--- config.mk ---
export PLATFORM = sky130hd
export DESIGN_NAME = bounce_scan_ctrl_flat
export DESIGN_NICKNAME = d
export VERILOG_FILES = /design/src/rtl/bounce_scan_if.sv /design/src/rtl/bounce_scan_ctrl.sv /design/src/flat_wrapper.sv
export SDC_FILE = /design/constraint.sdc
export NUM_CORES = 1
export LEC_CHECK = 0
export ABC_AREA = 1
export BUFFER_PORTS_ARGS = -buffer_cell sky130_fd_sc_hd__buf_2
export CAP_MARGIN = 20
export CORE_MARGIN = 4
export CORE_UTILIZATION = 57
export CTS_CLUSTER_DIAMETER = 30
export CTS_CLUSTER_SIZE = 14
export DETAILED_ROUTE_END_ITERATION = 10
export PLACE_DENSITY = 0.81
export SYNTH_ARGS = -nofsm -noshare
export SYNTH_HDL_FRONTEND = slang
export SYNTH_SLANG_ARGS = --single-unit
--- constraint.sdc ---
create_clock -name clk -period 2.1 [get_ports clk]
set_input_delay 0 -clock clk [delete_from_list [all_inputs] [get_ports clk]]
set_output_delay 0 -clock clk [all_outputs]
set_load 0.1 [all_outputs]
--- src/rtl/bounce_scan_if.sv ---
// Control and status bundle for the bouncing one-hot scanner.
// master drives configuration/strobes, slave is the scanner itself.
interface bounce_scan_if #(
    parameter int N       = 8,
    parameter int PRESC_W = 16,
    parameter int CNT_W   = 16
);
    logic               clr_i;
    logic               ena_i;
    logic [1:0]         mode_i;
    logic [PRESC_W-1:0] presc_val_i;
    logic [N-1:0]       q_o;
    logic               dir_o;
    logic               tc_lsb_o;
    logic               tc_msb_o;
    logic [CNT_W-1:0]   period_cnt_o;
    logic               period_ovf_o;

    modport master (
        output clr_i, ena_i, mode_i, presc_val_i,
        input  q_o, dir_o, tc_lsb_o, tc_msb_o, period_cnt_o, period_ovf_o
    );

    modport slave (
        input  clr_i, ena_i, mode_i, presc_val_i,
        output q_o, dir_o, tc_lsb_o, tc_msb_o, period_cnt_o, period_ovf_o
    );
endinterface

--- src/rtl/bounce_scan_ctrl.sv ---
// One-hot scanner: bounces or rotates a single 1 across N bits at a prescaled rate,
// pulses on arrival at either end and counts completed LSB arrivals.
module bounce_scan_ctrl #(
    parameter int N       = 8,
    parameter int PRESC_W = 16,
    parameter int CNT_W   = 16
) (
    input logic         clk,
    input logic         rstna,
    bounce_scan_if.slave bus
);
    typedef enum logic [1:0] {
        MODE_BOUNCE = 2'b00,
        MODE_ROT_R  = 2'b01,
        MODE_ROT_L  = 2'b10,
        MODE_HOLD   = 2'b11
    } mode_e;

    localparam logic [N-1:0] Q_RST = {1'b1, {(N-1){1'b0}}};

    logic [N-1:0]       q_q, q_d;
    logic               dir_q, dir_d;
    logic [PRESC_W-1:0] pcnt_q, pcnt_d;
    logic               tc_lsb_q, tc_lsb_d;
    logic               tc_msb_q, tc_msb_d;
    logic [CNT_W-1:0]   cnt_q, cnt_d;
    logic               ovf_q, ovf_d;
    logic               active;
    logic               step;
    mode_e              mode;

    assign mode   = mode_e'(bus.mode_i);
    assign active = bus.ena_i && (mode != MODE_HOLD);
    // >= rather than == so a lowered compare value steps immediately
    assign step   = active && (pcnt_q >= bus.presc_val_i);

    always_comb begin
        q_d      = q_q;
        dir_d    = dir_q;
        pcnt_d   = pcnt_q;
        cnt_d    = cnt_q;
        ovf_d    = ovf_q;

        if (active) begin
            pcnt_d = step ? '0 : pcnt_q + PRESC_W'(1);
        end

        if (step) begin
            unique case (mode)
                MODE_BOUNCE: begin
                    if (dir_q) begin
                        if (q_q[0]) begin
                            dir_d = 1'b0;
                            q_d   = q_q << 1;
                        end else begin
                            q_d   = q_q >> 1;
                        end
                    end else begin
                        if (q_q[N-1]) begin
                            dir_d = 1'b1;
                            q_d   = q_q >> 1;
                        end else begin
                            q_d   = q_q << 1;
                        end
                    end
                end
                MODE_ROT_R: begin
                    dir_d = 1'b1;
                    q_d   = {q_q[0], q_q[N-1:1]};
                end
                MODE_ROT_L: begin
                    dir_d = 1'b0;
                    q_d   = {q_q[N-2:0], q_q[N-1]};
                end
                default: ;
            endcase
        end

        // Pulse only on the step that brings the bit onto an end, never while parked there
        tc_lsb_d = step && !q_q[0] && q_d[0];
        tc_msb_d = step && !q_q[N-1] && q_d[N-1];

        if (tc_lsb_q) begin
            cnt_d = cnt_q + CNT_W'(1);
            if (&cnt_q) begin
                ovf_d = 1'b1;
            end
        end

        if (bus.clr_i) begin
            q_d      = Q_RST;
            dir_d    = 1'b1;
            pcnt_d   = '0;
            tc_lsb_d = 1'b0;
            tc_msb_d = 1'b0;
            cnt_d    = '0;
            ovf_d    = 1'b0;
        end
    end

    always_ff @(posedge clk or negedge rstna) begin
        if (!rstna) begin
            q_q      <= Q_RST;
            dir_q    <= 1'b1;
            pcnt_q   <= '0;
            tc_lsb_q <= 1'b0;
            tc_msb_q <= 1'b0;
            cnt_q    <= '0;
            ovf_q    <= 1'b0;
        end else begin
            q_q      <= q_d;
            dir_q    <= dir_d;
            pcnt_q   <= pcnt_d;
            tc_lsb_q <= tc_lsb_d;
            tc_msb_q <= tc_msb_d;
            cnt_q    <= cnt_d;
            ovf_q    <= ovf_d;
        end
    end

    assign bus.q_o          = q_q;
    assign bus.dir_o        = dir_q;
    assign bus.tc_lsb_o     = tc_lsb_q;
    assign bus.tc_msb_o     = tc_msb_q;
    assign bus.period_cnt_o = cnt_q;
    assign bus.period_ovf_o = ovf_q;

    onehot_a: assert property (@(posedge clk) disable iff (!rstna) $onehot(q_q));

endmodule
--- src/flat_wrapper.sv ---
// flat-port wrapper written by rule: the top's interface ports become plain ports
module bounce_scan_ctrl_flat 
#(
    parameter int N       = 8,
    parameter int PRESC_W = 16,
    parameter int CNT_W   = 16
)
  (clk, rstna, bus_clr_i, bus_ena_i, bus_mode_i, bus_presc_val_i, bus_q_o, bus_dir_o, bus_tc_lsb_o, bus_tc_msb_o, bus_period_cnt_o, bus_period_ovf_o);
  bounce_scan_if #(.N(N), .PRESC_W(PRESC_W), .CNT_W(CNT_W)) bus_i ();
  input logic clk;
  input logic rstna;
  input wire logic [$bits(bus_i.clr_i)-1:0] bus_clr_i;
  input wire logic [$bits(bus_i.ena_i)-1:0] bus_ena_i;
  input wire logic [$bits(bus_i.mode_i)-1:0] bus_mode_i;
  input wire logic [$bits(bus_i.presc_val_i)-1:0] bus_presc_val_i;
  output wire logic [$bits(bus_i.q_o)-1:0] bus_q_o;
  output wire logic [$bits(bus_i.dir_o)-1:0] bus_dir_o;
  output wire logic [$bits(bus_i.tc_lsb_o)-1:0] bus_tc_lsb_o;
  output wire logic [$bits(bus_i.tc_msb_o)-1:0] bus_tc_msb_o;
  output wire logic [$bits(bus_i.period_cnt_o)-1:0] bus_period_cnt_o;
  output wire logic [$bits(bus_i.period_ovf_o)-1:0] bus_period_ovf_o;
  assign bus_i.clr_i = bus_clr_i;
  assign bus_i.ena_i = bus_ena_i;
  assign bus_i.mode_i = bus_mode_i;
  assign bus_i.presc_val_i = bus_presc_val_i;
  assign bus_q_o = bus_i.q_o;
  assign bus_dir_o = bus_i.dir_o;
  assign bus_tc_lsb_o = bus_i.tc_lsb_o;
  assign bus_tc_msb_o = bus_i.tc_msb_o;
  assign bus_period_cnt_o = bus_i.period_cnt_o;
  assign bus_period_ovf_o = bus_i.period_ovf_o;
  bounce_scan_ctrl #(.N(N), .PRESC_W(PRESC_W), .CNT_W(CNT_W)) u_core (.clk(clk), .rstna(rstna), .bus(bus_i));
endmodule
* After elaboration in Yosys (flattened, before gate mapping) *
Cells that the tools add are included.
Widths: inputs -> output; s select.

word-level totals
  register bits = 44

operators by class
  add/sub/neg operators = 2
  magnitude comparators = 1
  equal/unequal tests = 3
  muxes and demuxes = 22
  reductions and logical operators = 17

operator list
  operator               count
  $mux 16                5
  $mux 8                 5
  $add 16x1->16 const B  2
  $pmux 8 s3             1
  $ge 16x16->1           1
  $reduce_and 16->1      1
  $mux 1                 10
  $reduce_bool 2->1      4
  $logic_and 1x1->1      6
  $reduce_and 2->1       2
  $reduce_bool 4->1      1
  $pmux 1 s3             1
  $eq 2x1->1 const B     1
  $eq 2x2->1 const B     1
  $logic_not 1->1        2
  $logic_not 2->1        1
  $ne 2x2->1 const B     1

* Depth between registers and ports, before layout *
Gate-level depths: netlist (run 1).

  depth in word-level cells = 6
  depth in mapped cells = 15
  depth with buffers taken out = 15

* Worst setup path after synthesis (run 1) *
OpenSTA, ideal clock, no wires.

  path type = flip-flop to flip-flop
  start point = register u_core.cnt_q[0] (netlist: u_core.bus.period_cnt_o[0])
  end point = register u_core.ovf_q (netlist: u_core.bus.period_ovf_o)
  library setup time = 0.077 ns
  arrival = 2.231 ns
  path slack = -0.209 ns
  stages on the path, launching flop included = 12
  period minus slack after synthesis = 2.309 ns
  cell sequence = dfrtp_1 -> ha_1 -> nand2_1 -> nor2_4 -> nand2_2 -> inv_2 -> nand2_2 -> nor2_4 -> nand2_2 -> nor2_4 -> nand4_1 -> a21oi_1

on the way
  cells in the longest elaborated chain, start to end = 3

RTL lines
  item                         RTL line                 RTL
  start, declared              bounce_scan_ctrl.sv:26   logic [CNT_W-1:0] cnt_q, cnt_d;
  start signal, assigned       bounce_scan_ctrl.sv:116  cnt_q <= cnt_d;
  $reduce_and 16->1            bounce_scan_ctrl.sv:85   if (&cnt_q) begin
  $reduce_bool 2->1 (no line)  n/a
  $reduce_and 2->1 (no line)   n/a
  end signal, assigned         bounce_scan_ctrl.sv:117  ovf_q <= ovf_d;
  end, declared                bounce_scan_ctrl.sv:27   logic ovf_q, ovf_d;

Every way passes these cells.
A chain may end at the register's enable or synchronous reset.

* Final worst setup path (run 1) *
  start point = register u_core.pcnt_q[3]
  end point = register u_core.q_q[2] (netlist: u_core.bus.q_o[2])

on the way
  cells in the longest elaborated chain, start to end = 4

RTL lines
  item                         RTL line                 RTL
  start, declared              bounce_scan_ctrl.sv:23   logic [PRESC_W-1:0] pcnt_q, pcnt_d;
  start signal, assigned       bounce_scan_ctrl.sv:113  pcnt_q <= pcnt_d;
  $ge 16x16->1                 bounce_scan_ctrl.sv:35   assign step = active && (pcnt_q >= bus.presc_val_i);
  $logic_and 1x1->1            bounce_scan_ctrl.sv:35
  $reduce_bool 2->1 (no line)  n/a
  $reduce_and 2->1 (no line)   n/a
  end signal, assigned         bounce_scan_ctrl.sv:111  q_q <= q_d;
  end, declared                bounce_scan_ctrl.sv:21   logic [N-1:0] q_q, q_d;

Every way passes these cells.

==> qor.yml, run 1 <==
place.port_buffers: 49
grt_pass1_wl_um: 11700
cp_cell_sequence: "ha_1, nand2_1, nor2_1, nor2_1, nand2_1, nand2_1, nand2_1, nand2_1, nand2_2, buf_4, nand3_2, nand3_1, nand2_1"
rsz0062_at_grt: "no"
grt_pass1_vias: 2597
clk_latency_ns: 0.30
vias_per_cell: 5.24
place.gp.congestion: 0.856
synthTopCellsByCount: "nand2_1 (84), inv_1 (67), dfrtp_1 (42), nor2_1 (42), nand3_1 (23)"
diodes: 0
die_y_um: 79.8
first_pass_iters: 4
worstSetupEndpointType: "flop"
critPathLaunch: "u_core.pcnt_q[3]$_DFFE_PN0P_"
synth_top_family_by_area: "simple AND/OR/NAND/NOR gates"
synthTopCellsByArea: "dfrtp_1 (36%), nand2_1 (11%), ha_1 (9.4%), inv_1 (8.6%), nor2_1 (5.4%)"
cts_tree: "yes"
r2r_cells: 13
arrival_ns: 2.11
antenna_found_initial: 0
crit_type: "reg2reg"
dp_cells: 513
crit_path_start_kind: "flop"
dr.first_iter.drc_count: 144
fp.dieW_um: 79.8
whs_ns: 0.0467
stdcell_count: 525
fin_area_um2: 3400
synth-compound-area-share: 0.110
drive_gt1_frac: 0.197
worst_pin_slew_ns: 0.543
synthArstFlopShare: 1.00
grt.overflow.total: 0
clk_path_buf_depth: 2
ys_ff_latch: 44
yosysMostFrequentCell: "nand2_1"
setup_viol: 0
cap_violations: 0
path_clk_slew_ns: 0.08
crit_family: "simple AND/OR/NAND/NOR gates"
numCtsBuffers: 5
critPathCapture: "u_core.bus.q_o[2]$_DFFE_PN0P_"
synth_xor_area_frac: 0.0209
crit_path_top_delay_cell: "dfrtp_1"
finalClockSkew_ns: 0.0141
place_ws_ns: 0.134
synth.distinct_cells: 36
rrSetupSlack_ns: 0.18
ios: 50
dpl_cell_area_um2: 3270
cp_common_cell: "nand2_1"
muxShareOfSynthArea: 0.00341
grt_util_all_layers: 0.231
post-route-period-util: 0.915
hpwlAfterDp_um: 5230
utilization: 0.701
outcome: "finished clean"
leakagePower_nw: 1.77
irDropWorstVdd_mv: 0.300
min_path_type: "in2reg"
wirelength_um: 6770
cp_max_fo: 8
htree_levels: 2
synth_top_area_share: 0.358
yosys_most_used_dff: "dfrtp_1"
syn_nets: 442
ys_warn_count: 0
syn_area_um2: 2940
fmax_mhz: 520
wl_per_cell_um: 12.9
synth_simple_gate_area_frac: 0.291
p_per_area_nw_per_um2: 469
cp_num_buf_inv: 1
hold_violations: 0
vias: 2752
maxSlewHeadroom: 0.638
r2r_end: "u_core.bus.q_o[2]$_DFFE_PN0P_"
synthAdderAreaFrac: 0.0937
detail-route-antenna-nets: 0
syn_inst: 398
clock_sinks: 44
grt_start_max_net_pins: 24
cts_root_buffer: "clkbuf_8"
finalSetupTns_ns: 0
synth_area_per_cell_um2: 7.38
drc_errors: 0
whs_path_depth: 2
totalPowerFinal_mw: 1.59
drv_slew: 0
layout_min_cycle_time_ns: 1.92
required_ns: 2.29
cpPeakStageDelay_ns: 0.41
syn_to_final_growth_pct: 15.6
synth_edf_count: 0
synth.yosys.seq_area_share: 0.375
start_util: 0.606
crit_cells: 13
setup_slack_ns: 0.178
fin_nets: 501
netlist.top_cell.by_area: "dfrtp_1"
die_area_um2: 6370
core-area_um2: 4850
regToRegStartpoint: "u_core.pcnt_q[3]$_DFFE_PN0P_"
fill_cells: 403
row_count: 25
kinds of logic after synthesis:
family | count (synthesis)
flip-flops | 44
XOR/XNOR | 7
adder cells (fa/ha/maj) | 22
AO/OA/AOI/OAI | 58
buffers and inverters | 76
AND/OR/NAND/NOR | 190
multiplexers | 1
layout make-up:
| cell class | instances | area, um^2 | share of cell area |
|---|---|---|---|
| timing repair buffer | 59 | 323 | 0.0950 |
| clock inverter | 3 | 18.8 | 0.00552 |
| inverter | 69 | 262 | 0.0770 |
| clock buffer | 5 | 68.8 | 0.0203 |
| tap | 67 | 83.8 | 0.0247 |
| sequential | 44 | 1110 | 0.326 |
| multi-input combinational | 278 | 1530 | 0.451 |
timing repair:
action / 4_1_cts / 5_1_grt
gates resized for setup: 0 / 2
setup buffers: 0 / 3
endpoints found under the setup margin: 0 / 12
hold buffers: 1 / 0
endpoints found under the hold margin: 21 / 0
worst min-delay path by stage:
stage	from	endpoint	slack, ns
final	bus_clr_i	u_core.bus.period_ovf_o$_DFFE_PN0P_	0.05
after global routing	bus_clr_i	u_core.bus.period_cnt_o[7]$_DFFE_PN0P_	0.06
after CTS	bus_clr_i	u_core.bus.period_ovf_o$_DFFE_PN0P_	0.04
after detailed placement	rstna	u_core.pcnt_q[3]$_DFFE_PN0P_	0.01
after global placement	rstna	u_core.pcnt_q[3]$_DFFE_PN0P_	0.006
after floorplan	rstna	u_core.bus.period_cnt_o[0]$_DFFE_PN0P_	-0.30
sequential cells by signal, indices dropped and copies added, names as in the netlist:
name and flops:
u_core.bus.tc_msb_o 1, u_core.bus.q_o 8, u_core.pcnt_q 16, u_core.bus.period_ovf_o 1, u_core.bus.period_cnt_o 16, u_core.bus.tc_lsb_o 1
u_core.bus.dir_o 1
cells in the final DEF (no fill, tap or decap), types with 3 or more instances in the layout:
cell	netlist	routed
nand2_1	84	84
inv_1	67	67
buf_2	4	49
nor2_1	42	42
dfrtp_1	42	38
nand3_1	23	23
ha_1	22	22
a21oi_1	22	21
o21ai_0	20	20
nand4_1	13	13
nor3_1	14	13
buf_4	0	9
o22ai_1	7	7
nand2_2	6	6
xor2_1	5	5
clkbuf_8	1	5
dfrtp_2	0	4
nor2_4	3	3
power breakdown:
| part | leakage (nW) | internal, mW | switching (mW) |
|---|---|---|---|
| registers | 0.600 | 0.854 | 0.00804 |
| logic | 1.12 | 0.0644 | 0.132 |
| clock network | 0.0479 | 0.232 | 0.304 |
| total | 1.77 | 1.15 | 0.444 |
metal layers:
metal,track usage,routed length (um),up-vias
met1,0.312,3160,1260
met2,0.373,3140,73
met3,0.0395,378,9
met5,0,0,-
li1,-,-,1410
met4,0.0811,89,0
Power figures use the tool's default switching activity.
==> run 2, diff against run 1 <==
Settings changed: CORE_MARGIN 4 to 1.5, GPL_TIMING_DRIVEN set to 0.
==> run 2 against run 1 <==
Effect of this change:
- first-iteration DRC count increased by 45%
- hold slack gained 0.086 ns
- clock power hardly changed
- global-route usage rose by 2.7 points
- clock skew shrank 0.0017 ns
- maximum frequency down 2.8%
- sequential cell count unchanged
- critical endpoint is now u_core.pcnt_q[4]$_DFFE_PN0P_
==> qor.yml, run 2 (synthesis gave the netlist of run 1 again) <==
outcome: "finished clean"
seq_area_um2: 1110
drc_errors: 0
drive_gt1_frac: 0.190
place_ws_ns: 0.113
detail-route-antenna-nets: 0
p_per_area_nw_per_um2: 470
dpl_cell_area_um2: 3270
grt_util_all_layers: 0.258
grt_start_max_net_pins: 45
cap_violations: 0
drv_slew: 0
start_util: 0.606
arrival_ns: 2.19
maxSlewHeadroom: 0.621
fin_nets: 501
vias: 2822
diodes: 0
clock_sinks: 44
post-route-period-util: 0.942
cpPeakStageDelay_ns: 0.47
fill_cells: 423
layout_min_cycle_time_ns: 1.98
grt_pass1_wl_um: 11000
first_pass_iters: 4
grt.overflow.total: 0
worstSetupEndpointType: "flop"
cts_root_buffer: "clkbuf_8"
dr.first_iter.drc_count: 209
hpwlAfterDp_um: 5020
syn_to_final_growth_pct: 15.7
vias_per_cell: 5.38
totalPowerFinal_mw: 1.60
fmax_mhz: 506
crit_path_start_kind: "flop"
grt_pass1_vias: 2549
wl_per_cell_um: 13.0
cp_cell_sequence: "ha_1, a21oi_1, o21ai_0, a21oi_2, nand2_2, nand2_4, nand2_2, nor3_1"
clk_path_buf_depth: 2
cp_max_fo: 9
required_ns: 2.31
row_count: 25
finalClockSkew_ns: 0.0125
cp_common_cell: "nand2_2"
min_path_type: "in2reg"
rsz0062_at_grt: "no"
numCtsBuffers: 5
fin_area_um2: 3400
die_area_um2: 5600
whs_ns: 0.133
crit_type: "reg2reg"
hold_violations: 0
die_y_um: 74.8
finalSetupTns_ns: 0
ios: 50
worst_pin_slew_ns: 0.568
fp.dieW_um: 74.8
place.gp.congestion: 0.876
wirelength_um: 6830
core-area_um2: 4850
irDropWorstVdd_mv: 0.233
antenna_found_initial: 0
clk_latency_ns: 0.30
crit_path_top_delay_cell: "dfrtp_1"
layout_common_cells: "nand2_1 (84), inv_1 (67), buf_2 (53), nor2_1 (42), dfrtp_1 (38)"
leakagePower_nw: 1.76
setup_slack_ns: 0.123
layout_commonest_cell: "nand2_1"
path_clk_slew_ns: 0.08
multi_input_area_um2: 1530
cts_tree: "yes"
htree_levels: 2
rrSetupSlack_ns: 0.12
place.port_buffers: 49
setup_viol: 0
-- run 2: changes by cell type in the layout (fill, tap and decap cells not counted) --
cell / previous run / this run
nor3_1: 13 / 14
nor3_2: 2 / 1
clkbuf_1: 0 / 2
clkinv_2: 2 / 1
buf_4: 9 / 1
buf_2: 49 / 53
clkbuf_8: 5 / 6
buf_6: 0 / 1
clkinvlp_4: 0 / 1
clkinv_4: 1 / 0
buf_12: 0 / 1
-- run 2: area by class of cell --
type,count,area share
Buffer,7,0.0144
Multi-Input combinational cell,278,0.450
Clock inverter,2,0.00368
Inverter,69,0.0769
Tap cell,67,0.0247
Timing Repair Buffer,52,0.0832
Sequential cell,44,0.326
Clock buffer,6,0.0213
-- run 2: timing repair --
action,CTS,global route
gates resized for setup,0,1
setup buffers,0,1
setup endpoints to repair,0,4
hold buffers,1,0
hold endpoints to repair,42,0
-- run 2: worst max-delay path: cells and delay by family, from the launching register on --
family                     cells  cell delay [ns]
AOI/OAI and AO/OA              3             0.42
and+or+nand+nor                4             0.65
adders and majority gates      1             0.34
DFF                            1             0.47
-- run 2: stage by stage --
stage / utilization / std cells
floorplan: - / 398
global placement: 0.675 / 514
detailed placement: 0.675 / 514
CTS: 0.695 / 523
global route: 0.701 / 525
finish: 0.701 / 525
-- run 2: worst paths after layout --
path	from	to	cells past startpoint
min in group asynchronous	rstna	u_core.pcnt_q[15]$_DFFE_PN0P_	2
setup / recovery	u_core.pcnt_q[11]$_DFFE_PN0P_	u_core.pcnt_q[4]$_DFFE_PN0P_	8
max in group asynchronous	rstna	u_core.bus.dir_o$_DFFE_PN1P_	3
hold reg to reg	u_core.bus.period_ovf_o$_DFFE_PN0P_	u_core.bus.period_ovf_o$_DFFE_PN0P_	2
setup reg to reg	u_core.pcnt_q[11]$_DFFE_PN0P_	u_core.pcnt_q[4]$_DFFE_PN0P_	8
hold / removal	bus_clr_i	u_core.bus.period_ovf_o$_DFFE_PN0P_	3
-- run 2: power by group --
part	switching, mW	total (mW)	internal (mW)
combinational	0.135	0.201	0.0663
sequential	0.00658	0.861	0.854
clock	0.304	0.537	0.233
-- run 2: metal layers --
| layer | GRT usage | share of wire | vias up |
|---|---|---|---|
| li1 | - | - | 1407 |
| met1 | 0.347 | 0.45 | 1296 |
| met2 | 0.420 | 0.47 | 106 |
| met3 | 0.0482 | 0.069 | 13 |
| met4 | 0.0909 | 0.016 | 0 |
| met5 | 0 | 0 | - |
==> run 3, diff against run 2 <==
Settings changed: HOLD_SLACK_MARGIN set to 0.08, PLACE_DENSITY 0.81 to 0.86.
==> run 3 against run 2 <==
Effect of this change:
- first-iteration DRC count decreased by 17%
- clock power grew 6.5%
- via count about the same
- global-route usage down 0.11 points
- critical path depth is the same
- clock skew shrank 0.0085 ns
- count of clock-buffer cells in the layout unchanged
- register-to-register slack hardly changed
- critical path type unchanged
- largest power group unchanged
==> qor.yml, run 3 (synthesis gave the netlist of run 1 again) <==
grt_util_all_layers: 0.257
place_ws_ns: 0.161
leakagePower_nw: 1.76
layout_common_cells: "nand2_1 (84), inv_1 (67), buf_2 (53), nor2_1 (42), dfrtp_1 (38)"
seq_area_um2: 1110
cap_violations: 0
syn_to_final_growth_pct: 15.7
start_util: 0.606
numCtsBuffers: 5
rsz0062_at_grt: "no"
min_path_type: "in2async"
drv_slew: 0
wirelength_um: 6680
required_ns: 2.31
antenna_found_initial: 0
setup_viol: 0
layout_min_cycle_time_ns: 1.99
die_y_um: 74.8
fin_area_um2: 3400
grt_pass1_wl_um: 11200
first_pass_iters: 5
htree_levels: 2
totalPowerFinal_mw: 1.63
vias_per_cell: 5.38
dpl_cell_area_um2: 3270
grt.overflow.total: 0
crit_path_start_kind: "flop"
crit_path_top_delay_cell: "dfrtp_1"
drive_gt1_frac: 0.188
cts_root_buffer: "clkbuf_8"
cts_tree: "yes"
arrival_ns: 2.21
whs_ns: 0.107
finalSetupTns_ns: 0
worst_pin_slew_ns: 0.526
dr.first_iter.drc_count: 173
finalClockSkew_ns: 0.00394
irDropWorstVdd_mv: 0.282
clk_path_buf_depth: 2
clk_latency_ns: 0.30
path_clk_slew_ns: 0.09
fmax_mhz: 502
cts_setup_buffers: 0
cp_max_fo: 9
diodes: 0
ios: 50
cp_cell_sequence: "ha_1, a21oi_1, o21ai_0, a21oi_1, nand2_2, nand2_4, nand2_2, nor3_1"
ctsHoldBuffers: 1
hold_violations: 0
wl_per_cell_um: 12.7
layout_commonest_cell: "nand2_1"
post-route-period-util: 0.948
clock_sinks: 44
hpwlAfterDp_um: 4970
setup_slack_ns: 0.110
grt_pass1_vias: 2614
ctsResizeCount: 0
fin_nets: 500
vias: 2820
place.port_buffers: 49
multi_input_area_um2: 1530
rrSetupSlack_ns: 0.11
outcome: "finished clean"
fill_cells: 402
maxSlewHeadroom: 0.649
crit_type: "reg2reg"
row_count: 25
worstSetupEndpointType: "flop"
core-area_um2: 4850
r2r_cells: 8
detail-route-antenna-nets: 0
grt_start_max_net_pins: 45
cpPeakStageDelay_ns: 0.46
fp.dieW_um: 74.8
place.gp.congestion: 0.983
die_area_um2: 5600
drc_errors: 0
p_per_area_nw_per_um2: 479
-- run 3: final cells by class --
| cell class | count | share of cell area |
|---|---|---|
| Buffer | 7 | 0.0143 |
| Clock buffer | 6 | 0.0243 |
| Clock inverter | 2 | 0.00442 |
| Inverter | 69 | 0.0769 |
| Multi-Input combinational cell | 278 | 0.448 |
| Sequential cell | 44 | 0.326 |
| Tap cell | 67 | 0.0247 |
| Timing Repair Buffer | 51 | 0.0809 |
-- run 3: layer usage --
metal  vias up  global-route usage  share of wire
li1       1406                   -              -
met1      1310               0.335           0.45
met2        95               0.431           0.48
met3         9              0.0455          0.053
met4         0              0.0929          0.012
met5         -                   0              0
-- run 3: path summary, 6_finish.rpt --
kind	from	to
min in group clk	bus_clr_i	u_core.bus.period_cnt_o[0]$_DFFE_PN0P_
setup reg to reg	u_core.pcnt_q[11]$_DFFE_PN0P_	u_core.pcnt_q[4]$_DFFE_PN0P_
hold / removal	rstna	u_core.bus.period_cnt_o[3]$_DFFE_PN0P_
setup / recovery	u_core.pcnt_q[11]$_DFFE_PN0P_	u_core.pcnt_q[4]$_DFFE_PN0P_
hold reg to reg	u_core.bus.period_ovf_o$_DFFE_PN0P_	u_core.bus.period_ovf_o$_DFFE_PN0P_
max in group asynchronous	rstna	u_core.bus.dir_o$_DFFE_PN1P_
-- run 3: critical path, delay by kind of cell, from the launching register on --
family / cells / cell delay (ns)
compound gates: 3 / 0.43
fa+ha+maj: 1 / 0.34
flops: 1 / 0.46
simple gates: 4 / 0.66
-- run 3: power breakdown --
part           switching (mW)  total (mW)  leakage, nW  internal [mW]
logic                   0.131       0.196         1.11         0.0643
registers             0.00816       0.862        0.600          0.854
clock network           0.306       0.572       0.0434          0.266
total                   0.445        1.63         1.76           1.18
-- run 3: through the flow --
stage | util | instances
4_1_cts | 0.697 | 523
3_5_place_dp | 0.675 | 514
2_1_floorplan | - | 398
6_report | 0.701 | 524
5_1_grt | 0.701 | 524
3_3_place_gp | 0.675 | 514
